`src/rtl/umai_tx_chn_sched.sv`:
```
// Whole-packet arbiter between the UMAI master and slave flit paths that
// stripes each granted packet round-robin across a window of AIB TX channels.
//
// state      | meaning
// -----------+---------------------------------------------------------
// ST_IDLE    | no grant; ptr tracks c_first_chn_id; arbitration cycle
// ST_GNT_MST | master path owns the channels until its last flit
// ST_GNT_SLV | slave path owns the channels until its last flit
module umai_tx_chn_sched #(
  parameter int NumChannels = 6
) (
  input  logic                         i_clk,
  input  logic                         i_rst,
  input  logic                         i_en,
  input  logic [2:0]                   c_first_chn_id,
  input  logic [2:0]                   c_last_chn_id,
  input  logic                         i_mst_valid,
  output logic                         o_mst_ready,
  input  logic [71:0]                  i_mst_data,
  input  logic                         i_mst_last,
  input  logic                         i_slv_valid,
  output logic                         o_slv_ready,
  input  logic [71:0]                  i_slv_data,
  input  logic                         i_slv_last,
  output logic [NumChannels-1:0]       o_tx_valid,
  input  logic [NumChannels-1:0]       i_tx_ready,
  output logic [NumChannels-1:0][71:0] o_tx_data,
  output logic                         o_busy,
  output logic                         o_cfg_err
);

  typedef enum logic [1:0] {
    ST_IDLE    = 2'd0,
    ST_GNT_MST = 2'd1,
    ST_GNT_SLV = 2'd2
  } state_t;

  localparam logic       SRC_MST = 1'b0;
  localparam logic       SRC_SLV = 1'b1;
  localparam logic [3:0] NCH     = 4'(NumChannels);

  state_t      r_state;
  state_t      w_state_nxt;
  logic        r_rr_last;
  logic [2:0]  r_ptr;
  logic        r_out_vld;
  logic [71:0] r_out_data;
  logic [2:0]  r_out_chn;

  logic        w_cfg_err;
  logic        w_chn_rdy;
  logic        w_drain;
  logic        w_mst_acc;
  logic        w_slv_acc;
  logic        w_acc;
  logic [71:0] w_acc_data;
  logic [2:0]  w_ptr_nxt;

  assign w_cfg_err = (c_first_chn_id > c_last_chn_id) || ({1'b0, c_last_chn_id} >= NCH);
  // Held low in reset so every output reads 0 regardless of config.
  assign o_cfg_err = !i_rst && w_cfg_err;

  always_comb begin
    w_chn_rdy = 1'b0;
    for (int k = 0; k < NumChannels; k++) begin
      if (r_out_chn == k[2:0]) w_chn_rdy = i_tx_ready[k];
    end
  end

  always_comb begin
    for (int k = 0; k < NumChannels; k++) begin
      o_tx_valid[k] = r_out_vld && (r_out_chn == k[2:0]);
      o_tx_data[k]  = r_out_data;
    end
  end

  assign w_drain    = r_out_vld && w_chn_rdy;
  assign w_mst_acc  = i_mst_valid && o_mst_ready;
  assign w_slv_acc  = i_slv_valid && o_slv_ready;
  assign w_acc      = w_mst_acc || w_slv_acc;
  assign w_acc_data = w_mst_acc ? i_mst_data : i_slv_data;
  assign w_ptr_nxt  = (r_ptr == c_last_chn_id) ? c_first_chn_id : r_ptr + 3'd1;
  assign o_busy     = (r_state != ST_IDLE) || r_out_vld;

  always_ff @(posedge i_clk or posedge i_rst) begin
    if (i_rst) r_state <= ST_IDLE;
    else       r_state <= w_state_nxt;
  end

  always_comb begin
    w_state_nxt = r_state;
    case (r_state)
      ST_IDLE: begin
        if (i_en && !w_cfg_err) begin
          if (i_mst_valid && (!i_slv_valid || (r_rr_last == SRC_SLV))) w_state_nxt = ST_GNT_MST;
          else if (i_slv_valid)                                         w_state_nxt = ST_GNT_SLV;
        end
      end
      ST_GNT_MST: if (w_mst_acc && i_mst_last) w_state_nxt = ST_IDLE;
      ST_GNT_SLV: if (w_slv_acc && i_slv_last) w_state_nxt = ST_IDLE;
      default:    w_state_nxt = ST_IDLE;
    endcase
  end

  always_comb begin
    o_mst_ready = (r_state == ST_GNT_MST) && (!r_out_vld || w_drain);
    o_slv_ready = (r_state == ST_GNT_SLV) && (!r_out_vld || w_drain);
  end

  always_ff @(posedge i_clk or posedge i_rst) begin
    if (i_rst) begin
      r_rr_last  <= SRC_SLV;
      r_ptr      <= 3'd0;
      r_out_vld  <= 1'b0;
      r_out_data <= 72'd0;
      r_out_chn  <= 3'd0;
    end else begin
      if (r_state == ST_IDLE) begin
        r_ptr <= c_first_chn_id;
        if (w_state_nxt == ST_GNT_MST)      r_rr_last <= SRC_MST;
        else if (w_state_nxt == ST_GNT_SLV) r_rr_last <= SRC_SLV;
      end else if (w_acc) begin
        r_ptr <= w_ptr_nxt;
      end
      // Accept and drain together reload the register for 1 flit/clk.
      if (w_acc) begin
        r_out_vld  <= 1'b1;
        r_out_data <= w_acc_data;
        r_out_chn  <= r_ptr;
      end else if (w_drain) begin
        r_out_vld  <= 1'b0;
      end
    end
  end

endmodule

```
`config.mk`:
```
export PLATFORM = sky130hd
export DESIGN_NAME = umai_tx_chn_sched
export DESIGN_NICKNAME = d
export VERILOG_FILES = /design/src/rtl/umai_tx_chn_sched.sv
export SDC_FILE = /design/constraint.sdc
export NUM_CORES = 1
export LEC_CHECK = 0
export CAP_MARGIN = 20
export CORE_AREA = 2 2 236 238
export DETAILED_ROUTE_END_ITERATION = 7
export DIE_AREA = 0 0 238 240
export HOLD_SLACK_MARGIN = 0.03
export PLACE_DENSITY = 0.41
export SYNTH_ARGS = -nofsm -noshare
export SYNTH_HDL_FRONTEND = slang
export SYNTH_SLANG_ARGS = --single-unit
```
`constraint.sdc`:
```
create_clock -name i_clk -period 5.2 [get_ports i_clk]
set_input_delay 1.04 -clock i_clk [delete_from_list [all_inputs] [get_ports i_clk]]
set_output_delay 1.04 -clock i_clk [all_outputs]
set_load 0.01 [all_outputs]
```
==> metrics.md, run 1 <==
| Metric | Value |
|---|---|
| Post-cts gate resize count | `0` |
| Syn avg cell area | `9.07 sq um` |
| Worst ir drop on vdd | `204 uV` |
| Leak Pwr | `4.18 nW` |
| Gr usage total | `0.0797` |
| Avg WL per Cell | `14.2 microns` |
| Sequential power share | `0.215` |
| First-pass GRT wire length | `33200 microns` |
| Post-Place Cell Area | `0.0110 sq mm` |
| Sequential element share of the synthesized area | `0.296` |
| Critical path type | `in -> out` |
| Core ar. | `0.0547 sq mm` |
| Max-cap check violation count | `0` |
| Syn-to-layout area delta | `62.3%` |
| Final core utilization | `0.206` |
| Hold Fails Final Rpt | `0` |
| Synthesized area | `0.00694 sq mm` |
| Num ports | `605` |
| Switching share of power | `0.392` |
| HP Class | `reg -> reg` |
| Cell taking the most area after synthesis | `buf_4` |
| Core Rows | `86` |
| Drt pass-1 iters | `4` |
| FILL cells | `5980` |
| DRT iter0 DRCs | `104` |
| CTS max path bufs | `2` |
| Worst hold slack | `0.525 ns` |
| Slew at the pin closest to its max-slew limit | `0.739 ns` |
| Vias in the first global route | `5178` |
| Clock power share | `0.088` |
| Pwr Total | `7.56 mW` |
| Synth top area share | `0.394` |
| Critical path endpoint category | `output pin` |
| Clock latency at the later pin of the worst-skew pair | `0.38 ns` |
| Fin crit period | `4.26 ns` |
| DIE WIDTH | `238 microns` |
| Via density | `3.21` |
| ANT cells | `0` |
| Status | `complete, no violations` |
| FFs w/ async S/R, synth | `1.00` |
| Slew Limit Headroom | `0.507` |
| Antenna violations before repair | `0` |
| Cell internal pwr | `4.60 mW` |
| H-tree levels | `3` |
| Logic pwr share | `0.696` |
| IO Port Bufs | `604` |
| Detailed Route WL | `24200 microns` |
| ANT nets after route | `0` |
| RSZ-0062 raised after global routing | `no` |
| FMAX | `235 MHz` |
| Power per cell area | `671 mW/mm^2` |
| Critical path peak fanout | `3` |
| Syn nets | `933` |
| CTS tree | `yes` |
| Die Area | `0.0571 sq mm` |
| Top post-synthesis cells by count | `buf_4 (364), dfrtp_1 (81), nor2_1 (79)` |
| Placed insts | `1692` |
| DIE HEIGHT | `240 microns` |
| Setup WS post-layout | `0.938 ns` |
| Routability cong. | `0.730` |
| Post-CTS setup buffer count | `0` |
| Setup violations, final | `0` |
| DRC | `0` |
| CP Launch Type | `input pin` |
| Yosys warnings | `0` |
| Count of distinct cell types in the synthesized netlist | `42` |
| Hpwl dp | `19200 microns` |
| Clock Sinks | `82` |
| GR Overflow Total | `0` |
| Fin cells | `1708` |
| Top FF cell, synth | `dfrtp_1` |
| Fin crit share | `0.820` |
| Final instance area | `0.0113 sq mm` |
| Setup TNS | `0 ns` |
| Via count of the routed design | `5475` |
| Pin count of the biggest net entering global routing | `73` |
| Max-slew violation count | `0` |
| Arr. time, crit path | `3.22 ns` |
| Clock transition at path regs | `0.06 ns` |
| Pre-CTS setup slack | `0.924 ns` |
| Share of cells above drive strength 1 | `0.0319` |
| Post-synth EDFFs | `0` |
| Post-CTS Hold Buffers | `0` |
| Ranking of synthesized cells by area | `buf_4 (39%), dfrtp_1 (29%), mux2i_1 (11%)` |
| Most frequent cell after synthesis | `buf_4` |
| Root Driver | `clkbuf_16` |
| Fin Clk Skew | `0.00771 ns` |
| Initial core utilization | `0.127` |
| Nets | `1167` |
| Sw Pwr | `2.96 mW` |
| Cell count after synthesis | `765` |
| Total CTS buffers | `9` |
| Yosys reg bits | `82` |
| Worst Path Required | `4.16 ns` |
-- sequential cells by signal (all words and copies together), names as in the netlist --
register	count
r_out_data	72
r_out_chn	3
r_ptr	3
r_state	2
r_out_vld	1
r_rr_last	1
-- worst max-delay path: stages --
cell and delay [ns]:
clkdlybuf4s50_1 0.55, inv_1 0.07, ha_1 0.28, nor2b_1 0.13
o21a_1 0.15, o21ai_0 0.37, a21oi_1 0.12, clkdlybuf4s50_1 0.50
-- per-layer routing --
| metal | share of wire | wire, microns | up-vias | track usage |
|---|---|---|---|---|
| met5 | 0 | 0 | - | 0 |
| met4 | 0.017 | 413 | 0 | 0.0341 |
| met3 | 0.077 | 1870 | 12 | 0.0262 |
| met2 | 0.53 | 12900 | 291 | 0.145 |
| met1 | 0.37 | 9000 | 2577 | 0.0840 |
| li1 | - | - | 2595 | - |
-- power groups by stage --
| stage | combinational, mW | sequential [mW] | clock [mW] |
|---|---|---|---|
| 2_1_floorplan | 3.53 | 1.55 | 0 |
| 4_1_cts | 5.33 | 1.65 | 0.722 |
| 5_1_grt | 5.57 | 1.72 | 0.747 |
| 3_3_place_gp | 5.36 | 1.63 | 0 |
| 3_5_place_dp | 5.32 | 1.66 | 0 |
| 6_report | 5.27 | 1.63 | 0.668 |
-- area by class of cell --
| class | count | area (sq um) | area share |
|---|---|---|---|
| Inverter | 7 | 28.8 | 0.00255 |
| Multi-Input combinational cell | 290 | 1920 | 0.170 |
| Timing Repair Buffer | 609 | 6100 | 0.541 |
| Sequential cell | 82 | 2050 | 0.182 |
| Clock inverter | 5 | 55.1 | 0.00489 |
| Clock buffer | 11 | 233 | 0.0207 |
| Tap cell | 704 | 881 | 0.0782 |
-- path summary, 6_finish.rpt --
path	from	endpoint	slack (ns)	cells after the start
hold / removal	r_rr_last	r_rr_last	0.52	2
min in group asynchronous	i_rst	r_out_data[16]	1.12	2
max in group asynchronous	i_rst	r_out_data[54]	3.04	3
setup / recovery	c_last_chn_id[1]	o_cfg_err	0.94	8
setup reg to reg	r_out_chn[0]	r_rr_last	2.63	9
hold reg to reg	r_rr_last	r_rr_last	0.52	2
-- cells in the final DEF (no fill, tap or decap), drive strengths merged, types with 2 or more instances in the layout --
cell,instances
a31oi,2
o21ai,3
nand2,6
clkinv,2
and2,2
a21o,2
mux2i,74
buf,5
o31ai,2
nor2,79
nor2b,5
dfrtp,81
mux2,5
clkdlybuf4s50,604
clkinvlp,2
a22oi,3
a21oi,78
a211oi,2
nor4b,2
nand3,2
inv,7
ha,5
and3,4
xor2,3
clkbuf,11
-- kinds of logic after synthesis --
logic type,synth area share
buffers and inverters,0.429
adder cells (fa/ha/maj),0.00901
XOR/XNOR,0.00379
flip-flops,0.296
multiplexers,0.115
AND/OR/NAND/NOR,0.0658
AO/OA/AOI/OAI,0.0815
No activity file was read; power rests on OpenSTA's default activity.
==> run 2, diff against run 1 <==
clock period = 4.3 ns   (was 5.2 ns; I/O delays follow)
==> run 2 against run 1 <==
Compared with the run above: register-to-register slack worse by 0.89 ns; combinational power up 21%; first-iteration DRC count up 52%; clock power up 33%; wire length up 1.2%; critical path type unchanged; critical endpoint unchanged; largest cell class unchanged; largest power group unchanged.
==> metrics.md, run 2 (synthesis gave the netlist of run 1 again) <==
| Metric | Value |
|---|---|
| Arr. time, crit path | `3.05 ns (-0.17 ns)` |
| Register name with the most flops | `r_out_data` |
| Clock Sinks | `82 (unchanged)` |
| Syn-to-layout area delta | `63.3%` |
| First-pass GRT wire length | `33800 microns (+1.8%)` |
| Max-cap check violation count | `0 (unchanged)` |
| Initial core utilization | `0.127 (unchanged)` |
| Pre-CTS setup slack | `0.376 ns (-0.548 ns)` |
| Via count of the routed design | `5485 (+0.18%)` |
| DR top layer | `met4` |
| FF-to-FF path depth | `9 (unchanged)` |
| FMAX | `256 MHz` |
| Crit-path slowest cell | `clkdlybuf4s50_1` |
| Nets | `1167 (unchanged)` |
| Crit path buf inv count | `3 (unchanged)` |
| Met1 Wirelength | `9350 microns (+3.9%)` |
| Register-to-register setup slack | `1.74 ns (-0.89 ns)` |
| Critical path peak fanout | `3 (unchanged)` |
| HP Class | `reg -> reg` |
| H-tree levels | `3 (unchanged)` |
| Core ar. | `0.0547 sq mm (unchanged)` |
| Via density | `3.21 (+0.18%)` |
| Critical path endpoint category | `output pin` |
| Num ports | `605 (unchanged)` |
| Clock latency at the later pin of the worst-skew pair | `0.38 ns (about the same)` |
| CTS tree | `yes` |
| Status | `complete, no violations` |
| Total CTS buffers | `9 (unchanged)` |
| Commonest cells after routing, fill and taps aside | `clkdlybuf4s50_1 (604), dfrtp_1 (81), nor2_1 (79), a21oi_1 (77), mux2i_1 (74)` |
| R2r startpoint | `r_out_chn[0]` |
| CP top delay family | `buffers and inverters` |
| Pin count of the biggest net entering global routing | `74 (+1.4%)` |
| Detailed Route WL | `24500 microns (+1.2%)` |
| Power per cell area | `816 mW/mm^2 (+22%)` |
| Most frequent CP cell | `clkdlybuf4s50_1` |
| Gr usage total | `0.0803 (+0.000639)` |
| WL met2 | `12900 microns (-0.62%)` |
| Worst Path Required | `3.44 ns (-0.72 ns)` |
| Leak Pwr | `4.20 nW (+0.55%)` |
| Root Driver | `clkbuf_16` |
| Worst ir drop on vdd | `242 uV (+19%)` |
| ANT cells | `0 (unchanged)` |
| Area of the multi-input gates | `0.00192 sq mm (unchanged)` |
| Clock transition at path regs | `0.06 ns (about the same)` |
| Drt pass-1 iters | `4 (unchanged)` |
| RSZ-0062 raised after global routing | `no` |
| DIE HEIGHT | `240 microns (unchanged)` |
| Post-cts gate resize count | `0 (unchanged)` |
| Worst path depth | `8 (unchanged)` |
| Top flop regs | `r_out_data: 72 flops, r_out_chn: 3 flops, r_ptr: 3 flops` |
| Hold path start | `r_rr_last` |
| Met3 WL post-DR | `1900 microns (+1.3%)` |
| Crit-path cells | `clkdlybuf4s50_1 -> inv_1 -> ha_1 -> nor2b_1 -> o21a_1 -> o21ai_0 -> a21oi_1 -> clkdlybuf4s50_1` |
| Die Area | `0.0571 sq mm (unchanged)` |
| R2R Path End | `r_rr_last` |
| Fin crit period | `3.91 ns` |
| FILL cells | `5997 (+0.28%)` |
| Fin crit share | `0.910` |
| ANT nets after route | `0 (unchanged)` |
| Post-CTS Hold Buffers | `0 (unchanged)` |
| Slowest cell delay on critical path | `0.55 ns (about the same)` |
| Share of cells above drive strength 1 | `0.0329 (+0.000996)` |
| Critical path type | `in -> out` |
| Setup WS post-layout | `0.389 ns (-0.549 ns)` |
| Hold Path Cell Cnt | `2 (unchanged)` |
| Slew Limit Headroom | `0.542 (+0.0345)` |
| Slew at the pin closest to its max-slew limit | `0.687 ns (-0.0517 ns)` |
| Register area | `0.00205 sq mm (unchanged)` |
| Routability cong. | `0.725 (-0.62%)` |
| Vias in the first global route | `5179 (+0.019%)` |
| DRT iter0 DRCs | `158 (+52%)` |
| IO Port Bufs | `604 (unchanged)` |
| CTS max path bufs | `2 (unchanged)` |
| Antenna violations before repair | `0 (unchanged)` |
| Most common cell after layout, fill and taps aside | `clkdlybuf4s50_1` |
| Avg WL per Cell | `14.4 microns (+1.2%)` |
| Post-CTS setup buffer count | `0 (unchanged)` |
| Hold Fails Final Rpt | `0 (unchanged)` |
| CP Launch Type | `input pin` |
| DRC | `0 (unchanged)` |
| Hpwl dp | `19400 microns (+0.60%)` |
| GR Overflow Total | `0 (unchanged)` |
| Fin Clk Skew | `0.00569 ns (-0.00202 ns)` |
| Hold Path End | `r_rr_last` |
| Core Rows | `86 (unchanged)` |
| Max-slew violation count | `0 (unchanged)` |
| Setup violations, final | `0 (unchanged)` |
| Number of flip-flops under the largest register name | `72 (unchanged)` |
| Setup TNS | `0 ns (unchanged)` |
| DIE WIDTH | `238 microns (unchanged)` |
-- run 2: changes by cell type in the layout (fill, tap and decap cells not counted) --
cell	before	now
clkbuf_1	2	1
buf_12	1	4
clkinvlp_4	2	3
clkinv_4	0	1
buf_4	4	1
bufinv_16	1	2
clkinv_2	2	0
-- run 2: stage by stage --
step / std cells / cell area [sq um] / power [mW] / hold slack (ns) / util
global route: 1708 / 11300 / 9.83 / 0.536 / 0.207
global placement: 1692 / 11000 / 8.47 / 0.509 / 0.202
detailed placement: 1692 / 11000 / 8.47 / 0.516 / 0.202
floorplan: 765 / 6940 / 6.14 / 0.489 / -
finish: 1708 / 11300 / 9.25 / 0.529 / 0.207
CTS: 1708 / 11300 / 9.44 / 0.529 / 0.207
-- run 2: tightest hold or removal path: cells and delay by family (launching register included) --
kind / cells / cell delay (ns)
AOI/OAI and AO/OA: 1 / 0.05
DFF: 1 / 0.38
and+or+nand+nor: 1 / 0.10
-- run 2: routing by layer --
layer | global-route usage | vias to the layer above
met2 | 0.144 | 298
met3 | 0.0273 | 15
met1 | 0.0863 | 2572
met5 | 0 | -
met4 | 0.0328 | 0
li1 | - | 2600
-- run 2: where the power goes --
group	switching, mW	leakage (nW)	internal [mW]	total (mW)
Clock	0.379	0.145	0.510	0.889
Sequential	0.805	0.926	1.16	1.97
Combinational	2.43	3.13	3.96	6.39
-- run 2: final cells by class --
cell class / count / share of cell area
clock inverters: 6 / 0.00806
repair buffers: 609 / 0.541
well taps: 704 / 0.0777
clock buffers: 10 / 0.0202
flip-flops and latches: 82 / 0.181
inverters: 7 / 0.00254
multi-input cells: 290 / 0.169
-- run 2: worst max path at each step --
stage / from / end / slack, ns
after global placement: c_last_chn_id[1] / o_cfg_err / 0.36
after global routing: c_last_chn_id[1] / o_cfg_err / 0.27
after floorplan: i_rst / r_out_chn[0] / 1.33
after detailed placement: c_last_chn_id[1] / o_cfg_err / 0.38
after CTS: c_last_chn_id[1] / o_cfg_err / 0.37
final: c_last_chn_id[1] / o_cfg_err / 0.39
